`src/rtl/rr_arbiter8_enc.sv`:
```
// Round-robin arbiter for 8 requesters with a bounded hold time.
// Produces a registered one-hot grant, its encoded index, a valid flag and a preemption pulse.
module rr_arbiter8_enc #(
    parameter int unsigned MAX_HOLD = 16,
    parameter int unsigned CNTW     = 4
) (
    input  logic       clk,
    input  logic       rst,
    input  logic [7:0] req,
    output logic [7:0] grant,
    output logic [2:0] grant_idx,
    output logic       grant_vld,
    output logic       timeout
);

    localparam int unsigned NREQ = 8;
    localparam int unsigned IDXW = 3;

    localparam logic [0:0] ST_IDLE  = 1'b0;
    localparam logic [0:0] ST_GRANT = 1'b1;

    localparam logic [CNTW-1:0] HOLD_LAST = CNTW'(MAX_HOLD - 1);

    logic [0:0]      state_q,   state_d;
    logic [IDXW-1:0] ptr_q,     ptr_d;
    logic [CNTW-1:0] hold_cnt_q, hold_cnt_d;
    logic [NREQ-1:0] grant_q,   grant_d;
    logic [IDXW-1:0] idx_q,     idx_d;
    logic            vld_q,     vld_d;
    logic            timeout_q, timeout_d;

    logic [IDXW-1:0] next_ptr_c;
    logic [IDXW-1:0] win_ptr_c;
    logic [IDXW-1:0] win_next_c;
    logic [NREQ-1:0] others_c;

    // First set bit of r at or after start, wrapping 7->0; r must be non-zero.
    function automatic logic [IDXW-1:0] find_winner(input logic [NREQ-1:0] r,
                                                    input logic [IDXW-1:0] start);
        logic [IDXW-1:0] w;
        logic [IDXW-1:0] j;
        logic            found;
        w     = start;
        found = 1'b0;
        for (int i = 0; i < NREQ; i++) begin
            j = start + IDXW'(i);
            if (!found && r[j]) begin
                w     = j;
                found = 1'b1;
            end
        end
        return w;
    endfunction

    assign next_ptr_c = idx_q + IDXW'(1);
    assign win_ptr_c  = find_winner(req, ptr_q);
    assign win_next_c = find_winner(req, next_ptr_c);
    assign others_c   = req & ~(NREQ'(1) << idx_q);

    always_comb begin
        state_d    = state_q;
        ptr_d      = ptr_q;
        hold_cnt_d = hold_cnt_q;
        grant_d    = grant_q;
        idx_d      = idx_q;
        vld_d      = vld_q;
        timeout_d  = 1'b0;

        case (state_q)
            ST_IDLE: begin
                if (req != '0) begin
                    idx_d      = win_ptr_c;
                    grant_d    = NREQ'(1) << win_ptr_c;
                    vld_d      = 1'b1;
                    hold_cnt_d = '0;
                    state_d    = ST_GRANT;
                end
            end
            ST_GRANT: begin
                if (!req[idx_q]) begin
                    // Holder released: rotate priority past it.
                    ptr_d      = next_ptr_c;
                    hold_cnt_d = '0;
                    if (req != '0) begin
                        idx_d   = win_next_c;
                        grant_d = NREQ'(1) << win_next_c;
                    end else begin
                        idx_d   = '0;
                        grant_d = '0;
                        vld_d   = 1'b0;
                        state_d = ST_IDLE;
                    end
                end else if (hold_cnt_q != HOLD_LAST) begin
                    hold_cnt_d = hold_cnt_q + CNTW'(1);
                end else if (others_c != '0) begin
                    // Hold budget spent with others waiting: preempt.
                    timeout_d  = 1'b1;
                    ptr_d      = next_ptr_c;
                    idx_d      = win_next_c;
                    grant_d    = NREQ'(1) << win_next_c;
                    hold_cnt_d = '0;
                end else begin
                    hold_cnt_d = '0;
                end
            end
            default: begin
                state_d = ST_IDLE;
                idx_d   = '0;
                grant_d = '0;
                vld_d   = 1'b0;
            end
        endcase
    end

    always_ff @(posedge clk) begin
        if (rst) begin
            state_q    <= ST_IDLE;
            ptr_q      <= '0;
            hold_cnt_q <= '0;
            grant_q    <= '0;
            idx_q      <= '0;
            vld_q      <= 1'b0;
            timeout_q  <= 1'b0;
        end else begin
            state_q    <= state_d;
            ptr_q      <= ptr_d;
            hold_cnt_q <= hold_cnt_d;
            grant_q    <= grant_d;
            idx_q      <= idx_d;
            vld_q      <= vld_d;
            timeout_q  <= timeout_d;
        end
    end

    assign grant     = grant_q;
    assign grant_idx = idx_q;
    assign grant_vld = vld_q;
    assign timeout   = timeout_q;

endmodule

```
`config.mk`:
```
export PLATFORM = sky130hd
export DESIGN_NAME = rr_arbiter8_enc
export DESIGN_NICKNAME = d
export VERILOG_FILES = /design/src/rtl/rr_arbiter8_enc.sv
export SDC_FILE = /design/constraint.sdc
export NUM_CORES = 1
export LEC_CHECK = 0
export BUFFER_PORTS_ARGS = -buffer_cell sky130_fd_sc_hd__buf_4
export CORE_UTILIZATION = 52
export DETAILED_ROUTE_END_ITERATION = 6
export PLACE_DENSITY = 0.78
export SYNTH_ARGS = -nofsm -noshare
export SYNTH_HDL_FRONTEND = slang
export SYNTH_SLANG_ARGS = --single-unit
```
`constraint.sdc`:
```
create_clock -name clk -period 4.8 [get_ports clk]
set_input_delay 0.96 -clock clk [delete_from_list [all_inputs] [get_ports clk]]
set_output_delay 0.96 -clock clk [all_outputs]
set_load 0.02 [all_outputs]
```
# Word level (Yosys, flattened, before mapping)
# Index checks and enable logic that the tools add are counted.
# word_totals
wordCells,178
memories,0
regBits,21
ram_bits,0
mem_bits_ro,0
latch_bits,0
input_bits,10
output_inout_bits,13
# op_classes
order_cmp,17
n_mux,89
n_reduce_logical,34
shift,3
div_mod_pow,0
n_bitwise,4
addsub,16
n_mul,0
eq_ne,8
# ops
cell,n
"< comparator 3 x 4 -> 1 bit, second input constant",17
2-to-1 mux 3 bit,22
binary-select mux 1 bit (select 3 bit),17
2-to-1 mux 8 bit,5
2-to-1 mux 1 bit,37
"adder 3 bit, second input constant",8
"<< shifter 1 x 3 -> 8 bit, first input constant",3
one-hot mux 8 bit (2 select lines),1
nonzero test 8 bit,2
logical AND 1 bit,14
logical NOT 1 bit,14
"adder 3 x 2 -> 3 bit, second input constant",4
2-to-1 mux 4 bit,3
"adder 3 x 1 -> 3 bit, second input constant",3
AND reduction 3 bit,3
AND 8 bit,1
"inequality test 2 bit, second input constant",4
inverter 8 bit,1
one-hot mux 4 bit (2 select lines),1
one-hot mux 3 bit (2 select lines),1
"adder 4 x 1 -> 4 bit, second input constant",1
"inequality test 4 bit, second input constant",1
one-hot mux 1 bit (2 select lines),2
OR reduction 4 bit,1
4 further kinds,5

# Depth between registers and ports, before layout
# logic_depth
word_depth,30
mapped_depth,15
ltp_nobuf,10

# Worst setup path after synthesis
# Ideal clock, no wire load.
# synth_timing
path_type,register to register
from,register idx_q[0] (netlist: grant_idx[0])
to,register grant_q[1] (netlist: grant[1])
period_less_slack_ns,3.837
arrival_ns,3.768
t_required_ns,4.731
setup_time_ns,0.069
path_slack_ns,0.963
stages_incl_launch_ff,15
path_buffers,5
cell_sequence,dfxtp_1 buf_2 buf_2 inv_1 ha_1 buf_2 buf_2 clkbuf_1 mux2i_1 a21oi_1 o211ai_1 a32oi_1 o22a_1 or4b_1 o21ai_1
# synth_between
elab_chain_cells,30
elab_cells_between_ends,67
classes_between,8 x add/sub; 2 x eq/ne; 2 x shift; 37 x mux; 2 x bitwise; 16 x reduce/logical
# synth_rtl
item,line_no,text
"start, declared",28,"logic [IDXW-1:0] idx_q, idx_d;"
"start signal, assigned",129,idx_q <= idx_d;
adder 3 x 1 -> 3 bit *,55,assign next_ptr_c = idx_q + IDXW'(1);
named net next_ptr_c[0],32,logic [IDXW-1:0] next_ptr_c;
"parallel branches: the longest is 23 deep, another holds adder 3 x 1 -> 3 bit",-,
2-to-1 mux 3 bit *,47,if (!found && r[j]) begin
<< shifter 1 x 3 -> 8 bit *,"86, 100",
2-to-1 mux 8 bit,95,end else if (others_c != '0) begin
2-to-1 mux 8 bit,93,end else if (hold_cnt_q != HOLD_LAST) begin
2-to-1 mux 8 bit *,80,if (!req[idx_q]) begin
one-hot mux 8 bit (2 select lines) *,69,case (state_q)
"end signal, assigned",128,grant_q <= grant_d;
"end, declared",27,"logic [NREQ-1:0] grant_q, grant_d;"
# Mark *: on every way through the listed nets, which the timed path passes. The select of a mux whose other input is x is not followed.
# A chain may end at the register's enable or synchronous reset.

# Worst setup path in the final report
# layout_timing
from,register ptr_q[1]
to,register grant_q[7] (netlist: grant[7])
# layout_between
elab_chain_cells,27
elab_cells_between_ends,54
classes_between,7 x add/sub; 1 x shift; 32 x mux; 14 x reduce/logical
# layout_rtl
item,line_no,text
"start, declared",25,"logic [IDXW-1:0] ptr_q, ptr_d;"
"start signal, assigned",126,ptr_q <= ptr_d;
"parallel branches: the longest is 23 deep, another holds adder 3 x 1 -> 3 bit",-,
2-to-1 mux 3 bit *,47,
<< shifter 1 x 3 -> 8 bit *,73,grant_d = NREQ'(1) << win_ptr_c;
2-to-1 mux 8 bit *,71,if (req != '0) begin
one-hot mux 8 bit (2 select lines) *,69,
# Every way passes the cells marked *. The select of a mux whose other input is x is not followed.

==> flow_metrics.py <==
metrics = {
    "cts": {
        "post_cts_buffers": 0,
        "numCtsBuffers": 3,
        "clockRootBuffer": "clkbuf_8",
        "clk-insertion-delay-late_ns": 0.26,
        "path_clk_slew_ns": 0.07,
        "postCtsHoldBufs": 0,
        "clk_path_buf_depth": 2,
        "clock_sinks": 21,
        "htreeDepth": 1,
        "cts_resized": 0,
        "cts_tree": "done",
    },
    "critical_path": {
        "path_max_fanout": 12,
        "cp_cell_sequence": "inv_1, ha_1, mux4_2, mux2_4, o32a_4, nand2b_4, o32a_1, a21o_1, o31ai_1, o221a_1",
        "crit_path_start_kind": "register",
        "cp.buffers_inverters": 1,
        "crit_type": "reg -> reg",
        "path_delay_family": "compound AO/OA/AOI/OAI gates",
        "arrival_ns": 4.03,
        "cpMaxStageDelayCell": "dfxtp_1",
        "cpPeakStageDelay_ns": 0.63,
        "critical_path_required_ns": 5.01,
        "endpoint_kind": "register",
    },
    "layout": {
        "final_common_cell": "mux4_2",
        "nNetsFinal": 369,
        "drive_gt1_share_pct": 24.4,
        "antenna_cells": 0,
        "mostFrequentLayoutCells": "28 x mux4_2, 27 x buf_4, 25 x nor2_1",
        "area_delta_synth_final_pct": 6.55,
    },
    "pwr": {
        "p_sw_mw": 1.14,
        "seqPwrFrac_pct": 12.3,
        "p_comb_share_pct": 82.4,
        "power.total_mw": 2.21,
        "p_leak_nw": 1.18,
        "powerDensity_nw_per_um2": 662,
        "clkPwrFrac_pct": 5.3,
        "switching_share_pct": 51.5,
        "intPower_mw": 1.07,
        "vdd.ir_drop.worst_mv": 0.480,
    },
    "logic_synthesis": {
        "synth_seq_cells": 21,
        "yosysWarnings": 0,
        "syn_nets": 366,
        "synthFlopType": "dfxtp_1",
        "synth_cells": 346,
        "avgSynthCellArea_sq_um": 9.05,
        "synth_top_area_share_pct": 20.1,
        "synth_edf_count": 0,
        "synth-async-reset-ratio_pct": 0,
        "yosysSeqAreaShare_pct": 13.4,
        "synth_area_sq_um": 3130,
        "synth.top_cells.by_area": "mux4_2 20%, dfxtp_1 13%, mux2_2 5.4%",
        "synth_cell_types": 70,
        "synth_area_leader_cell": "mux4_2",
    },
    "global_route": {
        "use_met3_pct": 2.63,
        "top_usage_layer": "met2",
        "grt-ovfl-total": 0,
        "met2_usage_pct": 42.1,
        "grt_antenna_before_repair": 0,
        "met1_usage_pct": 37.7,
        "grt_pass1_wl_mm": 13.2,
        "track_usage_pct": 25.8,
        "grt_pass1_vias": 2677,
        "grt_max_degree": 32,
    },
    "sta": {
        "slew_headroom_pct": 52.2,
        "rsz0062_at_grt": "no",
        "setup_viol": 0,
        "fin_worst_skew_ns": 0.00191,
        "post-route-period-util_pct": 79.6,
        "period_needed_ns": 3.82,
        "clock.fmax_ghz": 0.262,
        "report.final.slew_viol_count": 0,
        "worstMarginPinSlew_ns": 0.716,
        "fin_tns_setup_ns": 0,
        "finalHoldViolations": 0,
    },
    "route": {
        "antenna_left": 0,
        "drtIter0Drc": 217,
        "wl_mm": 7.87,
        "first_pass_iters": 5,
        "wl_per_cell_um": 18.7,
        "num_vias": 2901,
        "via_per_inst": 6.91,
        "drc": 0,
    },
    "floorplanning": {
        "core_area_sq_um": 5640,
        "rows": 27,
        "ios": 23,
        "start_util_pct": 55.5,
        "dieArea_sq_um": 6330,
        "chipHeight_um": 79.6,
        "die_w_um": 79.6,
    },
    "status": {
        "outcome": "finished, final reports clean",
    },
    "placement": {
        "dp.final_hpwl_mm": 5.59,
        "portBuffers": 22,
        "gp_congestion": 0.930,
    },
    "min_path": {
        "hp-class": "reg -> reg",
    },
    "job": {
        "cap_viol_max_count": 0,
    },
}
==> power by group through the flow <==
stage / registers [mW] / logic (mW) / clock network, mW
global route: 0.279 / 1.96 / 0.126
global placement: 0.273 / 1.76 / 0
detailed placement: 0.275 / 1.78 / 0
finish: 0.272 / 1.82 / 0.116
floorplan: 0.287 / 1.41 / 0
CTS: 0.271 / 1.79 / 0.117
==> metrics by stage <==
step,std cells,util [%],hold WS [ns],setup slack [ns],instance area (sq um)
floorplan,346,-,0.471,0.963,3130
global placement,416,58.3,0.463,1.06,3290
detailed placement,416,58.3,0.468,0.996,3290
CTS,420,59.1,0.486,0.975,3340
global route,420,59.1,0.522,0.728,3340
finish,420,59.1,0.484,0.978,3340
==> registers in the layout, summed over array words and instances, names as in the netlist <==
| register | flops |
|---|---|
| grant | 8 |
| grant_idx | 3 |
| ptr_q | 3 |
| hold_cnt_q | 4 |
| state_q | 1 |
| timeout | 1 |
| grant_vld | 1 |
==> cell families (layout without fill, tap and decap cells) <==
| family | Yosys count | after routing | synth area share [%] |
|---|---|---|---|
| AOI/OAI and AO/OA | 99 | 99 | 23.2 |
| and+or+nand+nor | 98 | 98 | 16.6 |
| muxes | 63 | 63 | 33.6 |
| buffers and inverters | 45 | 47 | 6.15 |
| DFF | 21 | 21 | 13.4 |
| adders and majority gates | 10 | 10 | 4.00 |
| xor gates and xnor gates | 10 | 10 | 3.04 |
==> layer usage <==
metal,share of wire (%),vias to the layer above
met5,0,-
met4,0.47,0
met3,5.7,6
met2,50,109
met1,44,1425
li1,-,1361
==> tightest hold or removal path: stages (launching register included) <==
cell and delay [ns]:
dfxtp_1 0.33, a32oi_1 0.06, o21ai_0 0.06
==> cells in the mapped netlist, types with 3 or more instances <==
library cell and instances:
a2111oi_0 3, a211oi_1 6, a21oi_1 21, a22oi_1 3
a31oi_1 3, a32oi_1 6, buf_2 7, clkbuf_1 19
dfxtp_1 21, ha_1 10, inv_1 15, mux2_2 15
mux2i_1 15, mux4_2 28, nand2_1 20, nand2b_1 6
nand3_1 9, nand4_1 4, nor2_1 25, nor2b_1 5
nor3_1 6, nor4_1 4, o211ai_1 4, o21a_1 3
o21ai_0 12, o21ai_1 5, o221ai_1 4, o22ai_1 4
xnor2_1 5, xor2_1 4
==> path summary, 6_finish.rpt <==
kind                                 to  cells past startpoint  slack [ns]                   from
setup / recovery  grant[7]$_SDFFE_PP0P_                     10        0.98  ptr_q[1]$_SDFFE_PP0P_
hold / removal    grant[0]$_SDFFE_PP0P_                      2        0.48  grant[0]$_SDFFE_PP0P_
setup reg to reg  grant[7]$_SDFFE_PP0P_                     10        0.98  ptr_q[1]$_SDFFE_PP0P_
hold reg to reg   grant[0]$_SDFFE_PP0P_                      2        0.48  grant[0]$_SDFFE_PP0P_
==> cell type report <==
type	instances	area [sq um]
Clock buffer	4	45.0
Fill cell	467	2310
Inverter	16	60.1
Multi-Input combinational cell	280	2520
Sequential cell	21	420
Tap cell	72	90.1
Timing Repair Buffer	27	203
Power figures use the tool's default switching activity.
